**src/rtl/ftf_encode_scheduler_if.sv**
```systemverilog
// Bus between the lane sources, the shared FTF encoder and the CAC bus driver.
// The scheduler takes the slave side; the surrounding environment the master side.
interface ftf_encode_scheduler_if #(
    parameter int N_REQ  = 4,
    parameter int DATA_W = 19,
    parameter int SRC_W  = 2
);
    logic [N_REQ-1:0]        req_valid;
    logic [N_REQ-1:0]        req_ready;
    logic [N_REQ*DATA_W-1:0] req_data;
    logic [DATA_W-1:0]       enc_datain;
    logic [27:0]             enc_codeout;
    logic                    out_valid;
    logic [27:0]             out_code;
    logic [SRC_W-1:0]        out_src;
    logic                    out_ready;
    logic                    busy;
    logic [15:0]             enc_count;

    modport master (
        output req_valid, req_data, enc_codeout, out_ready,
        input  req_ready, enc_datain, out_valid, out_code, out_src, busy, enc_count
    );

    modport slave (
        input  req_valid, req_data, enc_codeout, out_ready,
        output req_ready, enc_datain, out_valid, out_code, out_src, busy, enc_count
    );
endinterface

```
**src/rtl/ftf_encode_scheduler.sv**
```systemverilog
// Round-robin sharing of one registered FTF_encoder_28 between N_REQ lane sources,
// with source tagging and a credit-protected output FIFO.
module ftf_encode_scheduler #(
    parameter int N_REQ      = 4,
    parameter int DATA_W     = 19,
    parameter int OBUF_DEPTH = 4
) (
    input  logic                  clock,
    input  logic                  rst_n,
    ftf_encode_scheduler_if.slave bus
);
    localparam int SRC_W = $clog2(N_REQ);
    localparam int PTR_W = (OBUF_DEPTH > 1) ? $clog2(OBUF_DEPTH) : 1;
    localparam int CNT_W = $clog2(OBUF_DEPTH + 1);
    localparam int OCC_W = CNT_W + 1;
    localparam logic [OCC_W-1:0] DEPTH_C  = OCC_W'(OBUF_DEPTH);
    localparam logic [SRC_W-1:0] LAST_SRC = SRC_W'(N_REQ - 1);
    localparam logic [PTR_W-1:0] LAST_PTR = PTR_W'(OBUF_DEPTH - 1);

    logic                    r_active;
    logic [SRC_W-1:0]        r_rr_ptr;
    logic                    r_v1;
    logic                    r_v2;
    logic [SRC_W-1:0]        r_tag1;
    logic [SRC_W-1:0]        r_tag2;
    logic [DATA_W-1:0]       r_datain;
    logic [28+SRC_W-1:0]     r_mem [OBUF_DEPTH];
    logic [PTR_W-1:0]        r_wr_ptr;
    logic [PTR_W-1:0]        r_rd_ptr;
    logic [CNT_W-1:0]        r_fifo_count;
    logic [15:0]             r_enc_count;

    logic                    w_grant_any;
    logic [SRC_W-1:0]        w_grant_idx;
    logic [OCC_W-1:0]        w_occ;
    logic                    w_out_valid;
    logic                    w_pop;
    logic                    w_allow;
    logic                    w_accept;

    function automatic logic [PTR_W-1:0] ptr_inc(input logic [PTR_W-1:0] p);
        return (p == LAST_PTR) ? '0 : p + 1'b1;
    endfunction

    // First valid requester at or after r_rr_ptr, wrapping modulo N_REQ.
    always_comb begin
        w_grant_any = 1'b0;
        w_grant_idx = '0;
        for (int k = 0; k < N_REQ; k++) begin
            if (!w_grant_any && bus.req_valid[(int'(r_rr_ptr) + k) % N_REQ]) begin
                w_grant_any = 1'b1;
                w_grant_idx = SRC_W'((int'(r_rr_ptr) + k) % N_REQ);
            end
        end
    end

    // Words in the encoder pipeline already own a FIFO slot, so the FIFO can never overflow.
    assign w_out_valid = (r_fifo_count != '0);
    assign w_pop       = w_out_valid & bus.out_ready;
    assign w_occ       = OCC_W'(r_fifo_count) + OCC_W'(r_v1) + OCC_W'(r_v2);
    assign w_allow     = r_active & ((w_occ < DEPTH_C) | ((w_occ == DEPTH_C) & w_pop));
    assign w_accept    = w_allow & w_grant_any;

    assign bus.req_ready  = w_accept ? (N_REQ'(1) << w_grant_idx) : '0;
    assign bus.enc_datain = r_datain;
    assign bus.out_valid  = w_out_valid;
    assign {bus.out_code, bus.out_src} = r_mem[r_rd_ptr];
    assign bus.busy       = r_v1 | r_v2 | w_out_valid;
    assign bus.enc_count  = r_enc_count;

    always_ff @(posedge clock or negedge rst_n) begin
        if (!rst_n) begin
            r_active     <= 1'b0;
            r_rr_ptr     <= '0;
            r_v1         <= 1'b0;
            r_v2         <= 1'b0;
            r_tag1       <= '0;
            r_tag2       <= '0;
            r_datain     <= '0;
            r_wr_ptr     <= '0;
            r_rd_ptr     <= '0;
            r_fifo_count <= '0;
            r_enc_count  <= '0;
        end else begin
            r_active <= 1'b1;
            r_v1     <= w_accept;
            r_v2     <= r_v1;
            r_tag2   <= r_tag1;
            if (w_accept) begin
                r_datain <= bus.req_data[w_grant_idx*DATA_W +: DATA_W];
                r_tag1   <= w_grant_idx;
                r_rr_ptr <= (w_grant_idx == LAST_SRC) ? '0 : w_grant_idx + 1'b1;
            end
            if (r_v2) begin
                r_wr_ptr <= ptr_inc(r_wr_ptr);
            end
            if (w_pop) begin
                r_rd_ptr    <= ptr_inc(r_rd_ptr);
                r_enc_count <= r_enc_count + 16'd1;
            end
            if (r_v2 && !w_pop) begin
                r_fifo_count <= r_fifo_count + 1'b1;
            end else if (!r_v2 && w_pop) begin
                r_fifo_count <= r_fifo_count - 1'b1;
            end
        end
    end

    // enc_codeout belongs to the word that was on enc_datain one cycle earlier (tag2).
    always_ff @(posedge clock) begin
        if (r_v2) begin
            r_mem[r_wr_ptr] <= {bus.enc_codeout, r_tag2};
        end
    end
endmodule

```
**src/flat_wrapper.sv**
```systemverilog
// flat-port wrapper written by rule: the top's interface ports become plain ports
module ftf_encode_scheduler_flat 
#(
    parameter int N_REQ      = 4,
    parameter int DATA_W     = 19,
    parameter int OBUF_DEPTH = 4
)
  (clock, rst_n, bus_req_valid, bus_req_data, bus_enc_codeout, bus_out_ready, bus_req_ready, bus_enc_datain, bus_out_valid, bus_out_code, bus_out_src, bus_busy, bus_enc_count);
  ftf_encode_scheduler_if #(.N_REQ(N_REQ), .DATA_W(DATA_W), .SRC_W(2)) bus_i ();
  input  logic clock;
  input  logic rst_n;
  input wire logic [$bits(bus_i.req_valid)-1:0] bus_req_valid;
  input wire logic [$bits(bus_i.req_data)-1:0] bus_req_data;
  input wire logic [$bits(bus_i.enc_codeout)-1:0] bus_enc_codeout;
  input wire logic [$bits(bus_i.out_ready)-1:0] bus_out_ready;
  output wire logic [$bits(bus_i.req_ready)-1:0] bus_req_ready;
  output wire logic [$bits(bus_i.enc_datain)-1:0] bus_enc_datain;
  output wire logic [$bits(bus_i.out_valid)-1:0] bus_out_valid;
  output wire logic [$bits(bus_i.out_code)-1:0] bus_out_code;
  output wire logic [$bits(bus_i.out_src)-1:0] bus_out_src;
  output wire logic [$bits(bus_i.busy)-1:0] bus_busy;
  output wire logic [$bits(bus_i.enc_count)-1:0] bus_enc_count;
  assign bus_i.req_valid = bus_req_valid;
  assign bus_i.req_data = bus_req_data;
  assign bus_i.enc_codeout = bus_enc_codeout;
  assign bus_i.out_ready = bus_out_ready;
  assign bus_req_ready = bus_i.req_ready;
  assign bus_enc_datain = bus_i.enc_datain;
  assign bus_out_valid = bus_i.out_valid;
  assign bus_out_code = bus_i.out_code;
  assign bus_out_src = bus_i.out_src;
  assign bus_busy = bus_i.busy;
  assign bus_enc_count = bus_i.enc_count;
  ftf_encode_scheduler #(.N_REQ(N_REQ), .DATA_W(DATA_W), .OBUF_DEPTH(OBUF_DEPTH)) u_core (.clock(clock), .rst_n(rst_n), .bus(bus_i));
endmodule
```
**config.mk**
```make
export PLATFORM = sky130hd
export DESIGN_NAME = ftf_encode_scheduler_flat
export DESIGN_NICKNAME = d
export VERILOG_FILES = /design/src/rtl/ftf_encode_scheduler_if.sv /design/src/rtl/ftf_encode_scheduler.sv /design/src/flat_wrapper.sv
export SDC_FILE = /design/constraint.sdc
export NUM_CORES = 1
export LEC_CHECK = 0
export BUFFER_PORTS_ARGS = -buffer_cell sky130_fd_sc_hd__buf_2
export CAP_MARGIN = 5
export CORE_MARGIN = 3
export CORE_UTILIZATION = 53
export CTS_CLUSTER_SIZE = 16
export DETAILED_ROUTE_END_ITERATION = 6
export GPL_TIMING_DRIVEN = 0
export PLACE_DENSITY = 0.79
export SETUP_SLACK_MARGIN = 0.4
export SLEW_MARGIN = 20
export SYNTH_ARGS = -nofsm -noshare
export SYNTH_HDL_FRONTEND = slang
export SYNTH_SLANG_ARGS = --single-unit
```
**constraint.sdc**
```tcl
create_clock -name clock -period 3 [get_ports clock]
set_input_delay 0.3 -clock clock [delete_from_list [all_inputs] [get_ports clock]]
set_output_delay 0.3 -clock clock [all_outputs]
set_load 0.02 [all_outputs]
```
==> results.py, run 1 <==
metrics = {
    "floorplan": {
        "die_w_microns": 123.2,
        "io_pins": 182,
        "die_area_sq_um": 15170,
        "initial_utilization": 0.5453,
        "rows": 42,
        "dieHeight_microns": 123.2,
        "core-area_sq_um": 13350,
    },
    "critical_path": {
        "crit_type": "reg -> out",
        "crit_slowest_cell": "dfrtp_1",
        "r2r_slack_ns": 0.46,
        "max_stage_delay_ns": 0.38,
        "path_common_cell": "inv_2",
        "worstPathArrival_ns": 2.41,
        "cp-end-kind": "output pin",
        "cp_cell_sequence": "inv_2 -> fa_2 -> inv_2 -> ha_4 -> inv_2 -> a32oi_1 -> or3_4 -> buf_6 -> inv_6 -> and2_4 -> buf_6",
        "cp_max_fo": 5,
        "worstPathRequired_ns": 2.70,
        "worstSetupStartpointType": "register",
    },
    "finish": {
        "regArea_sq_um": 4883,
        "insertedDiodeCount": 0,
        "stdcell_area_sq_um": 9213,
        "layout_commonest_cell": "buf_2",
        "fill_cells": 914,
        "multi_input_area_sq_um": 2230,
        "area_growth_pct": 26.58,
        "drive_gt1_frac": 0.4194,
        "mostFrequentLayoutCells": "179 x buf_2, 120 x edfxtp_1, 48 x dfrtp_1",
        "fin_nets": 802,
    },
    "placement": {
        "port_buffers": 181,
        "place.detailed.hpwl_microns": 11520,
        "dpl-instance-area_sq_um": 8519,
        "place_congestion": 0.9160,
    },
    "clock_tree": {
        "clock-sinks": 171,
        "cts_made_buffers": 17,
        "cts_tree": "yes",
        "insertion_delay_ns": 0.41,
        "clk_pin_slew_ns": 0.07,
        "clockBufferDepth": 2,
        "h-tree-depth": 4,
        "root_buffer": "clkbuf_16",
    },
    "sta": {
        "skew_ns": 0.01115,
        "fmax_mhz": 369.2,
        "final-hold-violation-count": 0,
        "setup_tns_ns": 0,
        "finalCriticalPeriod_ns": 2.708,
        "final-max-slew-violation-count": 0,
        "period_share": 0.9028,
        "slew-limit-headroom": 0.5538,
        "rsz0062_at_grt": "true",
        "worstMarginPinSlew_ns": 0.6693,
        "setup-violations-final": 0,
    },
    "global_routing": {
        "use_met3": 0.05855,
        "grt_max_degree": 52,
        "busiest_layer": "met2",
        "grt.overflow.total": 0,
        "antenna_found_initial": 0,
        "grt_use_met2": 0.4190,
        "grt_pass1_vias": 5017,
        "grt_pass1_wl_microns": 25680,
        "grt_usage": 0.2288,
        "use_met1": 0.2511,
    },
    "flow_run": {
        "max_cap_viol_count": 0,
    },
    "synth": {
        "yosys_register_bits": 171,
        "yosysWarnings": 0,
        "synth_area_leaders": "edfxtp_1 50%, dfrtp_1 18%, mux4_2 9.3%",
        "seq_area_frac_synth": 0.6704,
        "synth_nets": 590,
        "synth_top_area_frac": 0.4951,
        "synthDistinctLibCells": 41,
        "synth_top_area_cell": "edfxtp_1",
        "netlist_area_sq_um": 7278,
        "syn_avg_cell_area_sq_um": 15.65,
        "synth_cells": 465,
    },
    "route": {
        "wl_per_cell_microns": 19.56,
        "firstDrtPassIters": 7,
        "routed_wirelength_microns": 16920,
        "ant_nets": 0,
        "drtIter0Drc": 295,
        "vias": 4817,
        "vias_per_cell": 5.569,
        "drcViolationCount": 0,
    },
    "status": {
        "outcome": "finished clean",
    },
    "power": {
        "powerDensity_nw_per_um2": 979.4,
        "irDropWorstVdd_mv": 0.5998,
        "leakage_uw": 0.003820,
    },
    "hold_path": {
        "hold_path_class": "in -> reg",
    },
}
## sequential cells by signal (all words and copies together) (netlist names)
register / count
u_core.r_tag2: 2
u_core.r_v1: 1
u_core.bus.enc_datain: 19
u_core.r_rr_ptr: 2
u_core.r_rd_ptr: 2
u_core.r_wr_ptr: 2
u_core.r_tag1: 2
u_core.bus.enc_count: 16
u_core.r_mem: 120
u_core.r_fifo_count: 3
u_core.r_active: 1
u_core.r_v2: 1
## final timing paths
| path | start | endpoint | cells past startpoint |
|---|---|---|---|
| max in group asynchronous | rst_n | u_core.r_fifo_count[0]$_DFFE_PN0P_ | 2 |
| max | u_core.r_v1$_DFF_PN0_ | bus_req_ready[3] | 11 |
| max reg2reg | u_core.r_v1$_DFF_PN0_ | u_core.bus.enc_datain[15]$_DFFE_PN0P_ | 13 |
| min reg2reg | u_core.r_tag1[1]$_DFFE_PN0P_ | u_core.r_tag2[1]$_DFF_PN0_ | 0 |
| min | bus_enc_codeout[23] | u_core.r_mem[3][25]$_DFFE_PP_ | 1 |
| min in group asynchronous | rst_n | u_core.bus.enc_count[8]$_DFFE_PN0P_ | 2 |
## per-stage QoR
| stage | hold WS (ns) | utilization | std cells | setup WS (ns) | power, uW |
|---|---|---|---|---|---|
| finish | 0.09796 | 0.6902 | 865 | 0.2916 | 9023 |
| global route | 0.08677 | 0.6902 | 865 | 0.1896 | 9526 |
| CTS | 0.08324 | 0.6856 | 860 | 0.2639 | 9029 |
| detailed placement | 0.3706 | 0.6383 | 826 | 0.3059 | 6848 |
| global placement | 0.3620 | 0.6296 | 822 | 0.3981 | 6656 |
| floorplan | 0.004409 | - | 465 | 0.5878 | 5697 |
## critical path: cells and delay by family, from the launching register on
| family | cells | cell delay [ns] |
|---|---|---|
| flops | 1 | 0.38 |
| simple gates | 2 | 0.50 |
| buf+inv | 6 | 0.46 |
| fa+ha+maj | 2 | 0.56 |
| compound gates | 1 | 0.08 |
## synthesized netlist by cell type (all sizes together)
master and count:
nor2b 1, o41ai 1, edfxtp 120, dfrtp 51, conb 1, nand2 35, nor3 3, xnor2 13
o22ai 1, a211oi 38, or2b 1, nand4 5, a211o 1, nand3 5, nor2 6, inv 15
o31ai 19, and4 1, clkbuf 16, ha 12, a32oi 1, o21ai 4, a221o 1, o31a 1
or3 4, a21oi 1, and2 8, a21boi 1, xor2 5, fa 2, buf 13, or2 2
nand2b 3, mux4 30, mux2i 1, and3 39, a21o 2, mux2 2
## metal layers
layer | wire (microns) | vias up
li1 | - | 2223
met1 | 6120 | 2347
met2 | 9206 | 217
met3 | 1136 | 30
met4 | 457 | 0
met5 | 0 | -
## cell families after synthesis
logic type,synth area share
multiplexers,0.09730
buffers and inverters,0.02802
other,0.0005152
AND/OR/NAND/NOR,0.08217
XOR/XNOR,0.02166
flip-flops,0.6704
AO/OA/AOI/OAI,0.07375
adder cells (fa/ha/maj),0.02613
## power breakdown
group          internal [uW]  leakage, uW  total, uW  switching [uW]
sequential              3110      0.00172       3410             297
clock                   1150     0.000263       2030             882
combinational           1510      0.00183       3590            2080
total                   5760      0.00382       9020            3260
## timing repair
action                                  in CTS  in global routing
endpoints found under the setup margin       4                 26
buffers inserted                             3                  4
gates resized for setup                     24                  9
pin swaps                                    7                  0
hold buffers                                 0                  1
hold endpoints to repair                     0                 51
## area by class of cell
type | instances | area share
plain buffers | 29 | 0.01779
repair buffers | 193 | 0.1201
flip-flops and latches | 171 | 0.5301
multi-input cells | 250 | 0.2420
clock buffers | 18 | 0.04658
well taps | 176 | 0.02390
inverters | 15 | 0.006655
clock inverters | 13 | 0.01290
(Power assumes the default switching activity.)
==> run 2: changes to the inputs <==
--- a/config.mk
+++ b/config.mk
@@ -9,3 +9,2 @@
 export CAP_MARGIN = 5
-export CORE_MARGIN = 3
 export CORE_UTILIZATION = 53
--- a/constraint.sdc
+++ b/constraint.sdc
@@ -3,2 +3,2 @@
 set_output_delay 0.3 -clock clock [all_outputs]
-set_load 0.02 [all_outputs]
+set_load 0.05 [all_outputs]
==> results.py, run 2 (same netlist as run 1, synthesis figures left out) <==
metrics = {
    "finish": {
        "area_growth_pct": 26.92,
        "final_cells": 865,
        "layout_commonest_cell": "buf_2",
        "stdcell_area_sq_um": 9238,
        "insertedDiodeCount": 0,
        "drive_gt1_frac": 0.4180,
        "largest_reg_flops": 120,
        "regMostFlops": "u_core.r_mem",
        "fin_nets": 802,
        "mostFrequentLayoutCells": "180 x buf_2, 120 x edfxtp_1, 49 x dfrtp_1",
    },
    "route": {
        "drcViolationCount": 0,
        "firstDrtPassIters": 5,
        "routed_wirelength_microns": 16890,
        "vias_per_cell": 5.653,
        "wl_per_cell_microns": 19.52,
        "vias": 4890,
        "ant_nets": 0,
        "drtIter0Drc": 378,
    },
    "power": {
        "p_clk_frac": 0.209,
        "netSwitchingPower_uw": 4323,
        "leakage_uw": 0.003830,
        "irDropWorstVdd_mv": 0.6735,
        "swShare": 0.4254,
        "pwr-share-comb": 0.455,
        "powerDensity_nw_per_um2": 1100,
        "p_int_uw": 5841,
        "pwr-share-seq": 0.336,
    },
    "global_routing": {
        "grt_max_degree": 27,
        "grt_usage": 0.2527,
        "grt_pass1_wl_microns": 26770,
        "grt.overflow.total": 0,
        "grt_pass1_vias": 5002,
        "antenna_found_initial": 0,
    },
    "status": {
        "outcome": "finished clean",
    },
    "critical_path": {
        "rr_worst_depth": 12,
        "worstPathArrival_ns": 2.43,
        "worstPathRequired_ns": 2.70,
        "r2r-end": "u_core.bus.enc_datain[9]$_DFFE_PN0P_",
        "cp_max_fo": 5,
        "worstSetupStartpointType": "register",
        "rr_startpoint": "u_core.r_v2$_DFF_PN0_",
        "r2r_slack_ns": 0.57,
        "endpoint": "bus_req_ready[3]",
        "cp-end-kind": "output pin",
        "setup.worst_path.start": "u_core.r_v2$_DFF_PN0_",
        "crit_type": "reg -> out",
    },
    "hold_path": {
        "min_from": "bus_enc_codeout[12]",
        "hold_path_class": "in -> reg",
    },
    "clock_tree": {
        "cts_tree": "yes",
        "h-tree-depth": 4,
        "insertion_delay_ns": 0.41,
        "clock-sinks": 171,
        "clockBufferDepth": 2,
        "root_buffer": "clkbuf_16",
        "cts_made_buffers": 17,
        "clk_pin_slew_ns": 0.06,
    },
    "floorplan": {
        "die_w_microns": 119.2,
        "rows": 42,
        "initial_utilization": 0.5474,
        "core-area_sq_um": 13300,
        "io_pins": 182,
        "die_area_sq_um": 14210,
        "dieHeight_microns": 119.2,
    },
    "sta": {
        "setup_tns_ns": 0,
        "final-max-slew-violation-count": 0,
        "slew-limit-headroom": 0.5469,
        "setup-violations-final": 0,
        "skew_ns": 0.006979,
        "finalCriticalPeriod_ns": 2.732,
        "period_share": 0.9108,
        "worstMarginPinSlew_ns": 0.6797,
        "rsz0062_at_grt": "true",
        "final-hold-violation-count": 0,
        "fmax_mhz": 366.0,
        "setup_ws_ns": 0.2676,
    },
    "placement": {
        "place_congestion": 0.9163,
        "port_buffers": 181,
        "place_ws_ns": 0.1876,
        "place.detailed.hpwl_microns": 11640,
        "dpl-instance-area_sq_um": 8529,
        "dp_cells": 827,
    },
    "flow_run": {
        "max_cap_viol_count": 0,
    },
}
run 2: cell count changes in the layout (fill, tap and decap cells not counted), moves of 2 or more:
cell	delta
buf_12	+3
buf_16	-2
buf_8	+4
clkbuf_4	-2
buf_6	-5
run 2: power groups by stage:
stage | combinational, uW | clock, uW | sequential [uW]
2_1_floorplan | 2780 | 0 | 3930
3_3_place_gp | 4260 | 0 | 3410
3_5_place_dp | 4440 | 0 | 3450
4_1_cts | 4640 | 2150 | 3410
5_1_grt | 4900 | 2260 | 3470
6_report | 4620 | 2130 | 3420
run 2: worst min path at each step:
stage                                           end  slack [ns]  cells past startpoint
2_1_floorplan   u_core.bus.enc_count[0]$_DFFE_PN0P_       0.004                      0
5_1_grt               u_core.r_mem[0][14]$_DFFE_PP_        0.08                      1
6_report              u_core.r_mem[0][14]$_DFFE_PP_         0.1                      1
3_5_place_dp   u_core.bus.enc_count[13]$_DFFE_PN0P_        0.35                      1
4_1_cts               u_core.r_mem[0][14]$_DFFE_PP_        0.09                      1
3_3_place_gp             u_core.r_tag2[1]$_DFF_PN0_        0.37                      0
run 2: final cells by class:
| class | count | area, sq um |
|---|---|---|
| Buffer | 29 | 158.9 |
| Clock buffer | 17 | 425.4 |
| Clock inverter | 14 | 146.4 |
| Fill cell | 891 | 4058 |
| Inverter | 15 | 61.31 |
| Multi-Input combinational cell | 250 | 2227 |
| Sequential cell | 171 | 4882 |
| Tap cell | 176 | 220.2 |
| Timing Repair Buffer | 193 | 1116 |
run 2: through the flow:
stage	util	total power, uW	hold slack, ns
after floorplan	-	6709	0.004409
after global placement	0.6325	7671	0.3678
after detailed placement	0.6415	7888	0.3454
after CTS	0.6938	10200	0.08521
after global routing	0.6948	10630	0.07509
final	0.6948	10160	0.09790
run 2: what timing repair did:
| item | CTS | global route |
|---|---|---|
| endpoints found under the hold margin | 25 | 0 |
| pin swaps | 6 | 0 |
| endpoints found under the setup margin | 11 | 12 |
| hold buffers | 1 | 0 |
| gates resized for setup | 29 | 5 |
| buffers inserted | 5 | 1 |
run 2: metal layers:
metal / vias up / part of all wire / GRT usage
met5: - / 0 / 0
met4: 0 / 0.022 / 0.08703
met3: 27 / 0.060 / 0.05939
met2: 210 / 0.53 / 0.4535
met1: 2438 / 0.38 / 0.2961
li1: 2215 / - / -
run 2: worst max-delay path: stages (launching register included):
cell     delay, ns
dfrtp_2       0.38
inv_2         0.05
fa_2          0.35
inv_2         0.09
ha_4          0.20
inv_2         0.04
a32oi_1       0.07
or3_1         0.36
buf_6         0.14
inv_6         0.06
and2_4        0.14
buf_8         0.14
==> run 3: changes to the inputs <==
ABC_AREA = 1   (was not set)
CORE_UTILIZATION = 25   (was 53)
PLACE_DENSITY = 0.42   (was 0.79)
==> results.py, run 3 <==
metrics = {
    "finish": {
        "regArea_sq_um": 4881,
        "multi_input_area_sq_um": 2688,
        "final_cells": 1410,
        "largest_reg_flops": 120,
        "fin_nets": 1126,
        "mostFrequentLayoutCells": "196 x nand2_1, 181 x buf_2, 120 x edfxtp_1",
        "regMostFlops": "u_core.r_mem",
        "stdcell_area_sq_um": 10410,
        "drive_gt1_frac": 0.3402,
        "insertedDiodeCount": 0,
        "layout_commonest_cell": "nand2_1",
        "area_growth_pct": 33.32,
        "fill_cells": 3158,
    },
    "synth": {
        "synth_top_area_frac": 0.4614,
        "synth_top_flop_cell": "edfxtp_1",
        "synth_area_leaders": "edfxtp_1 46%, dfrtp_1 16%, nand2_1 9.9%",
        "yosysWarnings": 0,
        "syn_avg_cell_area_sq_um": 10.12,
        "synth_commonest_cells": "206 x nand2_1, 120 x edfxtp_1, 76 x nor2_1",
        "synth_edf_count": 120,
        "async_flop_share": 0.2982,
        "post-synth-top-count-cell": "nand2_1",
        "seq_area_frac_synth": 0.6248,
        "synthDistinctLibCells": 33,
        "netlist_area_sq_um": 7810,
        "yosys_register_bits": 171,
        "synth_cells": 772,
        "synth_top_area_cell": "edfxtp_1",
        "synth_nets": 897,
    },
    "critical_path": {
        "r2r_slack_ns": 0.74,
        "worstSetupPathDepth": 12,
        "cp_num_buf_inv": 6,
        "setup.worst_path.start": "u_core.r_v2$_DFF_PN0_",
        "crit_family": "buffers and inverters",
        "worstSetupStartpointType": "register",
        "cp-end-kind": "output pin",
        "cp_cell_sequence": "clkbuf_8 -> inv_4 -> fa_2 -> inv_2 -> ha_4 -> inv_2 -> nand3_2 -> a21oi_4 -> nand2_4 -> buf_8 -> nor2_4 -> buf_8",
        "worstPathArrival_ns": 2.31,
        "crit_slowest_cell": "dfrtp_1",
        "max_stage_delay_ns": 0.35,
        "cp_max_fo": 6,
        "r2r-end": "u_core.bus.enc_datain[4]$_DFFE_PN0P_",
        "rr_startpoint": "u_core.r_v2$_DFF_PN0_",
        "worstPathRequired_ns": 2.70,
        "crit_type": "reg -> out",
        "endpoint": "bus_req_ready[2]",
        "rr_worst_depth": 14,
    },
    "floorplan": {
        "io_pins": 182,
        "rows": 64,
        "initial_utilization": 0.2547,
        "die_w_microns": 178.8,
        "core-area_sq_um": 30670,
        "die_area_sq_um": 31950,
        "dieHeight_microns": 178.8,
    },
    "sta": {
        "skew_ns": 0.01479,
        "final-max-slew-violation-count": 0,
        "worstMarginPinSlew_ns": 0.7149,
        "period_share": 0.8697,
        "final-hold-violation-count": 0,
        "setup_tns_ns": 0,
        "holdWs_ns": 0.08644,
        "setup-violations-final": 0,
        "rsz0062_at_grt": "true",
        "slew-limit-headroom": 0.5234,
        "finalCriticalPeriod_ns": 2.609,
        "fmax_mhz": 383.3,
    },
    "clock_tree": {
        "cts_tree": "yes",
        "cts_made_buffers": 17,
        "h-tree-depth": 4,
        "clock-sinks": 171,
        "root_buffer": "clkbuf_16",
        "clk_pin_slew_ns": 0.08,
        "clockBufferDepth": 2,
        "insertion_delay_ns": 0.43,
    },
    "route": {
        "vias": 6022,
        "vias_per_cell": 4.271,
        "routed_wirelength_microns": 21220,
        "ant_nets": 0,
        "drcViolationCount": 0,
        "firstDrtPassIters": 4,
        "drtIter0Drc": 223,
        "wl_per_cell_microns": 15.05,
    },
    "status": {
        "outcome": "finished clean",
    },
    "global_routing": {
        "antenna_found_initial": 0,
        "grt_usage": 0.1360,
        "grt_max_degree": 52,
        "grt_pass1_wl_microns": 32660,
        "grt_pass1_vias": 5891,
        "grt.overflow.total": 0,
    },
    "flow_run": {
        "max_cap_viol_count": 0,
    },
    "power": {
        "powerDensity_nw_per_um2": 1313,
        "irDropWorstVdd_mv": 0.9716,
        "leakage_uw": 0.004606,
    },
    "hold_path": {
        "hold_path_class": "in -> reg",
    },
    "placement": {
        "place.detailed.hpwl_microns": 14410,
        "dpl-instance-area_sq_um": 9319,
        "dp_cells": 1353,
        "place_congestion": 0.7789,
        "port_buffers": 181,
    },
}
run 3: worst min path at each step:
stage	start	slack (ns)	to	cells past startpoint
2_1_floorplan	rst_n	0.004	u_core.bus.enc_count[0]$_DFFE_PN0P_	0
3_3_place_gp	u_core.r_tag1[1]$_DFFE_PN0P_	0.39	u_core.r_tag2[1]$_DFF_PN0_	0
3_5_place_dp	u_core.r_v1$_DFF_PN0_	0.40	u_core.r_v2$_DFF_PN0_	0
4_1_cts	bus_enc_codeout[10]	0.07	u_core.r_mem[3][12]$_DFFE_PP_	1
5_1_grt	bus_enc_codeout[8]	0.06	u_core.r_mem[3][10]$_DFFE_PP_	1
6_report	bus_enc_codeout[26]	0.09	u_core.r_mem[3][28]$_DFFE_PP_	1
run 3: what timing repair did:
item | 4_1_cts | 5_1_grt
gates cloned | 0 | 0
setup buffers | 21 | 3
endpoints found under the setup margin | 27 | 33
endpoints found under the hold margin | 51 | 0
gates resized for setup | 64 | 31
pin swaps | 10 | 17
hold buffers | 1 | 0
run 3: stage by stage:
stage                     total power (uW)    util  setup WS [ns]
after global placement               10470  0.3007        0.03725
final                                13670  0.3395         0.3909
after CTS                            13620  0.3358         0.3038
after floorplan                       8488       -         0.3044
after global routing                 14680  0.3395         0.2533
after detailed placement             10480  0.3039        0.08088
run 3: layer usage:
layer | global-route usage | vias to the layer above | share of wire
met2 | 0.2332 | 151 | 0.49
met5 | 0 | - | 0
met3 | 0.02969 | 12 | 0.047
li1 | - | 3047 | -
met1 | 0.1735 | 2812 | 0.45
met4 | 0.03178 | 0 | 0.0096
run 3: area by class of cell:
class / count / area share
sequential: 171 / 0.4688
multi-input combinational: 506 / 0.2581
timing repair buffer: 210 / 0.1185
tap: 396 / 0.04758
clock buffer: 17 / 0.04086
buffer: 36 / 0.02511
inverter: 59 / 0.02271
clock inverter: 15 / 0.01839
run 3: report_power, final:
part	total, uW	switching, uW	leakage (uW)	internal [uW]
clock network	2270	1060	0.000301	1220
registers	3340	255	0.00172	3090
logic	8050	5470	0.00258	2580
run 3: logic make-up (layout without fill, tap and decap cells):
kind of cell             count (synthesis)  after routing  share of synthesized area
other                                    1              1                  0.0004802
adder cells (fa/ha/maj)                 14             14                    0.02435
flip-flops                             171            171                     0.6248
AO/OA/AOI/OAI                          104            104                    0.07177
XOR/XNOR                                17             17                    0.01907
buffers and inverters                   95            337                    0.05303
AND/OR/NAND/NOR                        370            370                     0.2065
